File: src/rtl/keypad_pkg.sv
// Shared types and tables for the matrix keypad scanner:
// debounce states, column drive patterns and the key map.
package keypad_pkg;

   typedef enum logic [1:0] {
      IDLE,
      DEB_PRESS,
      PRESSED,
      DEB_REL
   } kp_state_e;

   localparam logic [3:0] COL0 = 4'b0111;
   localparam logic [3:0] COL1 = 4'b1011;
   localparam logic [3:0] COL2 = 4'b1101;
   localparam logic [3:0] COL3 = 4'b1110;

   function automatic logic [3:0] col_drive(input logic [1:0] c);
      logic [3:0] d;
      unique case (c)
         2'd0: d = COL0;
         2'd1: d = COL1;
         2'd2: d = COL2;
         2'd3: d = COL3;
      endcase
      return d;
   endfunction

   // idx = column*4 + row
   function automatic logic [4:0] key_map(input logic [3:0] idx);
      logic [4:0] k;
      unique case (idx)
         4'd0:  k = 5'h01;
         4'd1:  k = 5'h04;
         4'd2:  k = 5'h07;
         4'd3:  k = 5'h00;
         4'd4:  k = 5'h02;
         4'd5:  k = 5'h05;
         4'd6:  k = 5'h08;
         4'd7:  k = 5'h0F;
         4'd8:  k = 5'h03;
         4'd9:  k = 5'h06;
         4'd10: k = 5'h09;
         4'd11: k = 5'h0E;
         4'd12: k = 5'h0A;
         4'd13: k = 5'h0B;
         4'd14: k = 5'h0C;
         4'd15: k = 5'h0D;
      endcase
      return k;
   endfunction

endpackage

File: src/rtl/keypad_debounce.sv
// Whole-scan debounce FSM: accepts a single key after N matching
// scans and a release after N empty scans.
module keypad_debounce
   import keypad_pkg::*;
#(
   parameter int DEBOUNCE_SCANS = 4
) (
   input  logic       clk,
   input  logic       reset,
   input  logic       scan_end,
   input  logic       is_empty,
   input  logic       is_single,
   input  logic [4:0] key,
   output logic [4:0] key_code,
   output logic       key_valid,
   output logic       key_held
);

   localparam int NW = $clog2(DEBOUNCE_SCANS + 1);
   localparam logic [NW-1:0] N_LAST = NW'(DEBOUNCE_SCANS - 1);
   localparam logic [NW-1:0] N_ONE  = NW'(1);

   kp_state_e     state_q;
   logic [NW-1:0] n_q;
   logic [4:0]    cand_q;
   logic [4:0]    code_q;
   logic          valid_q;
   logic          held_q;

   always_ff @(posedge clk) begin
      if (reset) begin
         state_q <= IDLE;
         n_q     <= '0;
         cand_q  <= '0;
         code_q  <= '0;
         valid_q <= 1'b0;
         held_q  <= 1'b0;
      end else begin
         valid_q <= 1'b0;
         if (scan_end) begin
            unique case (state_q)
               IDLE: begin
                  if (is_single) begin
                     cand_q <= key;
                     n_q    <= N_ONE;
                     if (N_LAST == '0) begin
                        state_q <= PRESSED;
                        code_q  <= key;
                        valid_q <= 1'b1;
                        held_q  <= 1'b1;
                     end else begin
                        state_q <= DEB_PRESS;
                     end
                  end
               end
               DEB_PRESS: begin
                  if (is_single && key == cand_q) begin
                     if (n_q == N_LAST) begin
                        state_q <= PRESSED;
                        code_q  <= cand_q;
                        valid_q <= 1'b1;
                        held_q  <= 1'b1;
                     end else begin
                        n_q <= n_q + N_ONE;
                     end
                  end else if (is_single) begin
                     cand_q <= key;
                     n_q    <= N_ONE;
                  end else begin
                     state_q <= IDLE;
                  end
               end
               PRESSED: begin
                  // ghosts and other keys are ignored: no rollover
                  if (is_empty) begin
                     n_q <= N_ONE;
                     if (N_LAST == '0) begin
                        state_q <= IDLE;
                        held_q  <= 1'b0;
                     end else begin
                        state_q <= DEB_REL;
                     end
                  end
               end
               DEB_REL: begin
                  if (is_empty) begin
                     if (n_q == N_LAST) begin
                        state_q <= IDLE;
                        held_q  <= 1'b0;
                     end else begin
                        n_q <= n_q + N_ONE;
                     end
                  end else begin
                     state_q <= PRESSED;
                  end
               end
               default: state_q <= IDLE;
            endcase
         end
      end
   end

   assign key_code  = code_q;
   assign key_valid = valid_q;
   assign key_held  = held_q;

endmodule

File: src/rtl/keypad_scanner.sv
// 4x4 matrix keypad scanner: column sequencer, row synchronizer,
// scan map and single-key encoder feeding the debounce FSM.
module keypad_scanner
   import keypad_pkg::*;
#(
   parameter int SCAN_DIV       = 50000,
   parameter int DEBOUNCE_SCANS = 4
) (
   input  logic       clk,
   input  logic       reset,
   input  logic [3:0] row,
   output logic [3:0] col,
   output logic [4:0] key_code,
   output logic       key_valid,
   output logic       key_held
);

   localparam int CW = $clog2(SCAN_DIV);
   localparam logic [CW-1:0] CNT_LAST = CW'(SCAN_DIV - 1);

   logic [CW-1:0] cnt_q, cnt_d;
   logic [1:0]    c_q, c_d;
   logic [3:0]    sync1_q, sync2_q;
   logic [15:0]   map_q, map_d;
   logic [3:0]    row_s;
   logic          sample;
   logic          scan_end;
   logic          is_empty;
   logic          is_single;
   logic [3:0]    key_idx;

   always_comb begin
      row_s    = ~sync2_q;
      sample   = (cnt_q == CNT_LAST);
      scan_end = sample && (c_q == 2'd3);
      cnt_d    = sample ? '0 : cnt_q + CW'(1);
      c_d      = sample ? c_q + 2'd1 : c_q;
      map_d    = map_q;
      if (sample) map_d[{c_q, 2'b00} +: 4] = row_s;
      // evaluate with the column-3 nibble captured this cycle
      is_empty  = (map_d == '0);
      is_single = $onehot(map_d);
      key_idx   = '0;
      for (int i = 0; i < 16; i++) begin
         if (map_d[i]) key_idx = 4'(i);
      end
   end

   always_ff @(posedge clk) begin
      if (reset) begin
         cnt_q   <= '0;
         c_q     <= '0;
         sync1_q <= 4'hF;
         sync2_q <= 4'hF;
         map_q   <= '0;
      end else begin
         cnt_q   <= cnt_d;
         c_q     <= c_d;
         sync1_q <= row;
         sync2_q <= sync1_q;
         map_q   <= map_d;
      end
   end

   assign col = col_drive(c_q);

   keypad_debounce #(
      .DEBOUNCE_SCANS(DEBOUNCE_SCANS)
   ) u_deb (
      .clk      (clk),
      .reset    (reset),
      .scan_end (scan_end),
      .is_empty (is_empty),
      .is_single(is_single),
      .key      (key_map(key_idx)),
      .key_code (key_code),
      .key_valid(key_valid),
      .key_held (key_held)
   );

endmodule

File: config.mk
export PLATFORM = sky130hd
export DESIGN_NAME = keypad_scanner
export DESIGN_NICKNAME = d
export VERILOG_FILES = /design/src/rtl/keypad_pkg.sv /design/src/rtl/keypad_debounce.sv /design/src/rtl/keypad_scanner.sv
export SDC_FILE = /design/constraint.sdc
export NUM_CORES = 1
export LEC_CHECK = 0
export BUFFER_PORTS_ARGS = -buffer_cell sky130_fd_sc_hd__buf_2
export CORE_MARGIN = 1
export CORE_UTILIZATION = 49
export CTS_BUF_LIST = sky130_fd_sc_hd__clkbuf_8
export CTS_CLUSTER_SIZE = 28
export DETAILED_ROUTE_END_ITERATION = 8
export GPL_TIMING_DRIVEN = 0
export PLACE_DENSITY = 0.66
export SETUP_SLACK_MARGIN = 0.02
export SKIP_LAST_GASP = 1
export SYNTH_ARGS = -nofsm -noshare
export SYNTH_HDL_FRONTEND = slang
export SYNTH_SLANG_ARGS = --single-unit
File: constraint.sdc
create_clock -name clk -period 10.9 [get_ports clk]
set_input_delay 0.545 -clock clk [delete_from_list [all_inputs] [get_ports clk]]
set_output_delay 0.545 -clock clk [all_outputs]
set_load 0.1 [all_outputs]
==> impl_summary.log <==
[metrics] source-to-sink clock delay at the later pin of the worst-skew pair: 340 ps
[metrics] Post-synth ARST share: 0
[metrics] cell chosen for the clock root: sky130_fd_sc_hd__clkbuf_8
[metrics] starting density of the core: 0.505
[metrics] overall die area: 7820 µm²
[metrics] final setup violation count: 0
[metrics] Arrival @ worst endpoint: 7080 ps
[metrics] R2R Setup Slk: 4030 ps
[metrics] post-detailed-route wirelength per cell: 14.3 µm
[metrics] worst hold-check path type: primary input to register
[metrics] worst-case clock buffer depth: 2
[metrics] leakage power: 1.57 nW
[metrics] Setup Slack @ Placement: 4110 ps
[metrics] CP dominant cell by count: sky130_fd_sc_hd__fa_1
[metrics] type of element launching the critical path: register
[metrics] total of hold buffers inserted after clock tree synthesis: 0
[metrics] CP Capture Type: register
[metrics] number of standard-cell rows in the floorplan: 31
[metrics] post-route clock skew: 8.37 ps
[metrics] slew of the pin with the lowest slew margin: 722 ps
[metrics] core region area: 7250 µm²
[metrics] FMAX: 146 MHz
[metrics] class of the most critical setup path: register to register
[metrics] min Tclk post-route: 6870 ps
[metrics] number of global-route vias before repair: 2906
[metrics] Post-synth EDFFs: 0
[metrics] Reg2Reg Launch Point: c_q[0]
[metrics] leading cell types by count after synthesis: sky130_fd_sc_hd__nor2_1, sky130_fd_sc_hd__dfxtp_1, sky130_fd_sc_hd__nand2_1
[metrics] antenna violations before repair: 0
[metrics] power density of the placed cells: 107 nW/µm²
[metrics] overall power consumption: 437 µW
[metrics] Netlist cell types: 56
[metrics] Final Hold Fails: 0
[metrics] end of the worst register-to-register path: u_deb.key_code[0]
[metrics] cell with the largest stage delay on the worst path: sky130_fd_sc_hd__or3b_2
[metrics] number of standard cells after synthesis: 441
[metrics] required time at the worst-slack endpoint: 11110 ps
[metrics] proportion of layout cells with a drive suffix above 1: 0.136
[metrics] sum of negative setup slack: 0 ps
[metrics] met1 track utilization from global routing: 0.293
[metrics] Antenna Nets Post-Route: 0
[metrics] setup repair after global routing missed its margin: no
[metrics] Non-Filler Cell Area, Final: 4070 µm²
[metrics] ratio of routed vias to standard cells: 5.58
[metrics] pins over their slew limit: 0
[metrics] number of nets in the final layout: 496
[metrics] CTS clock-pin slew for the worst setup and hold paths: 70 ps
[metrics] number of buffers added on ports: 15
[metrics] highest cell delay on the worst timing path: 560 ps
[metrics] post-synthesis instance area: 3660 µm²
[metrics] top area cells in the synthesized netlist: sky130_fd_sc_hd__dfxtp_1, sky130_fd_sc_hd__nor2_1, sky130_fd_sc_hd__fa_1
[metrics] number of diodes: 0
[metrics] number of clock sinks: 57
[metrics] worst hold path startpoint: row[3]
[metrics] net count after synthesis: 470
[metrics] portion of the clock cycle consumed by the worst path in the final layout: 0.630
[metrics] run status: completed
[metrics] count of boundary I/O pins: 17
[metrics] busiest grt layer: met2
[metrics] TritonCTS Buffers: 9
[metrics] Worst Hold Path Cells: 2
[metrics] R2R depth: 24
[metrics] proportion of netlist area held by the largest area contributor: 0.312
[metrics] Worst Setup Slack, final: 4030 ps
[metrics] overall global routing resource usage: 0.231
[metrics] Main synth FF type: sky130_fd_sc_hd__dfxtp_1
[metrics] series of cell instances along the critical path: clkbuf_1 > inv_1 > ha_1 > clkbuf_1 > or3b_2 > nor2_1 > mux2i_1 > fa_1 > fa_1 > inv_1 > fa_1 > inv_1 > fa_1 > inv_1 > ha_1 > fa_1 > o21ai_0 > and4b_1 > nand2_1 > a2111oi_2 > nand4_1 > buf_4 > o21ai_0 > a21oi_1
[metrics] fill cell total of the finished layout: 697
[metrics] GR met2 Demand/Resource: 0.369
[metrics] die extent in x: 88.4 µm
[metrics] placer congestion estimate: 0.910
[metrics] number of synthesized register bits: 57
[metrics] Slew Limit Headroom: 0.514
[metrics] post_cts resized: 0
[metrics] Area after DPL: 3860 µm²
[metrics] Die Ht: 88.4 µm
[metrics] Congestion Overflow GR: 0
[metrics] # Max-Cap Violations: 0
[metrics] placed wire-length estimate after detailed placement: 6.19 mm
[metrics] clock tree from TritonCTS: yes
[metrics] DRT Wirelength: 8.17 mm
[metrics] cell taking the most area after synthesis: sky130_fd_sc_hd__dfxtp_1
[metrics] number of warnings printed during yosys synthesis: 0
[metrics] Worst Hold Path EP: sync1_q[3]
[metrics] number of buffers inserted to repair setup after CTS: 0
[metrics] post-synthesis average cell area: 8.30 µm²
[metrics] met3 Resource Use GR: 0.0588
[metrics] # DRC: 0
[metrics] sequential-to-total area share from yosys stat: 0.312
[metrics] vias after detailed routing: 3180
[metrics] crit path max fanout: 10
[metrics] Layout area overhead: 11.3%
[metrics] first-pass GRT wire length: 13.7 mm
[metrics] VDD IR-drop max: 0.0000799 V
[metrics] number of DRC markers in iteration 0: 159
[metrics] largest net degree at the start of global routing: 11
[metrics] most frequent cell after synthesis: sky130_fd_sc_hd__nor2_1
[metrics] total number of H-tree levels: 3
[metrics] 1st-pass router iterations: 4
==> routing by layer <==
layer	share of wire	vias to the layer above
met5	0	-
met4	0.024	0
met3	0.040	17
met2	0.46	71
met1	0.48	1503
li1	-	1589
==> state kept, by name, summed over array words and instances, names as in the netlist <==
register / flops
map_q: 16
u_deb.key_code: 4
u_deb.key_valid: 1
c_q: 2
cnt_q: 16
u_deb.key_held: 1
u_deb.state_q: 2
sync2_q: 4
u_deb.n_q: 3
u_deb.cand_q: 4
sync1_q: 4
==> worst max-delay path by stage <==
| stage | from | to | slack [ps] | cells after the start |
|---|---|---|---|---|
| after floorplan | c_q[0] | u_deb.n_q[0] | 4870 | 24 |
| after global placement | c_q[0] | u_deb.n_q[0] | 4200 | 24 |
| after detailed placement | c_q[0] | u_deb.n_q[0] | 4110 | 24 |
| after CTS | c_q[0] | u_deb.n_q[0] | 4050 | 24 |
| after global routing | c_q[0] | u_deb.n_q[0] | 3660 | 24 |
| final | c_q[0] | u_deb.key_code[0] | 4030 | 24 |
==> placed cells by master (no fill, tap or decap), types with 4 or more instances in the layout <==
cell type	count
sky130_fd_sc_hd__nor2_1	63
sky130_fd_sc_hd__nor4_4	4
sky130_fd_sc_hd__nor4_1	9
sky130_fd_sc_hd__or2_2	12
sky130_fd_sc_hd__buf_4	4
sky130_fd_sc_hd__nand4_1	11
sky130_fd_sc_hd__a21oi_1	28
sky130_fd_sc_hd__ha_1	13
sky130_fd_sc_hd__xor2_1	9
sky130_fd_sc_hd__o21ai_0	13
sky130_fd_sc_hd__fa_1	10
sky130_fd_sc_hd__and3_1	8
sky130_fd_sc_hd__nor3_1	11
sky130_fd_sc_hd__buf_2	15
sky130_fd_sc_hd__inv_1	25
sky130_fd_sc_hd__clkbuf_8	13
sky130_fd_sc_hd__nand2_1	30
sky130_fd_sc_hd__clkbuf_1	18
sky130_fd_sc_hd__dfxtp_1	57
sky130_fd_sc_hd__xnor2_1	9
sky130_fd_sc_hd__mux2i_1	19
sky130_fd_sc_hd__nand2b_1	6
sky130_fd_sc_hd__nor2b_1	8
sky130_fd_sc_hd__nand3_1	15
sky130_fd_sc_hd__and2_1	4
==> kinds of logic after synthesis <==
group / count (synthesis) / share of synthesized area
AOI/OAI and AO/OA: 69 / 0.124
xor gates and xnor gates: 18 / 0.0431
adders and majority gates: 23 / 0.0991
buffers and inverters: 48 / 0.0554
DFF: 57 / 0.312
muxes: 22 / 0.0612
other: 1 / 0.00102
and+or+nand+nor: 203 / 0.305
==> critical path: cells and delay by family, from the launching register on <==
kind	cells	cell delay [ps]
AOI/OAI and AO/OA	4	720
adders and majority gates	7	2870
buffers and inverters	7	1180
DFF	1	400
muxes	1	160
and+or+nand+nor	5	1370
==> per-stage QoR <==
stage,util,hold WS (ps),cells
finish,0.562,380,570
global route,0.562,380,570
CTS,0.562,371,570
detailed placement,0.532,393,555
global placement,0.532,394,555
floorplan,-,389,441
==> cell type report <==
cell class | instances | area [µm²] | area share
Clock buffer | 13 | 179 | 0.0439
Multi-Input combinational cell | 336 | 2320 | 0.569
Timing Repair Buffer | 15 | 75.1 | 0.0184
Sequential cell | 57 | 1140 | 0.280
Clock inverter | 2 | 35.0 | 0.00860
Inverter | 25 | 93.8 | 0.0230
Tap cell | 99 | 124 | 0.0304
Buffer | 23 | 109 | 0.0267
==> report_power, final <==
group          switching [mW]  internal [mW]  total, mW
logic                 0.00999        0.00419     0.0142
clock network          0.0823          0.129      0.211
registers             0.00131          0.211      0.212
No activity file was read; power rests on OpenSTA's default activity.
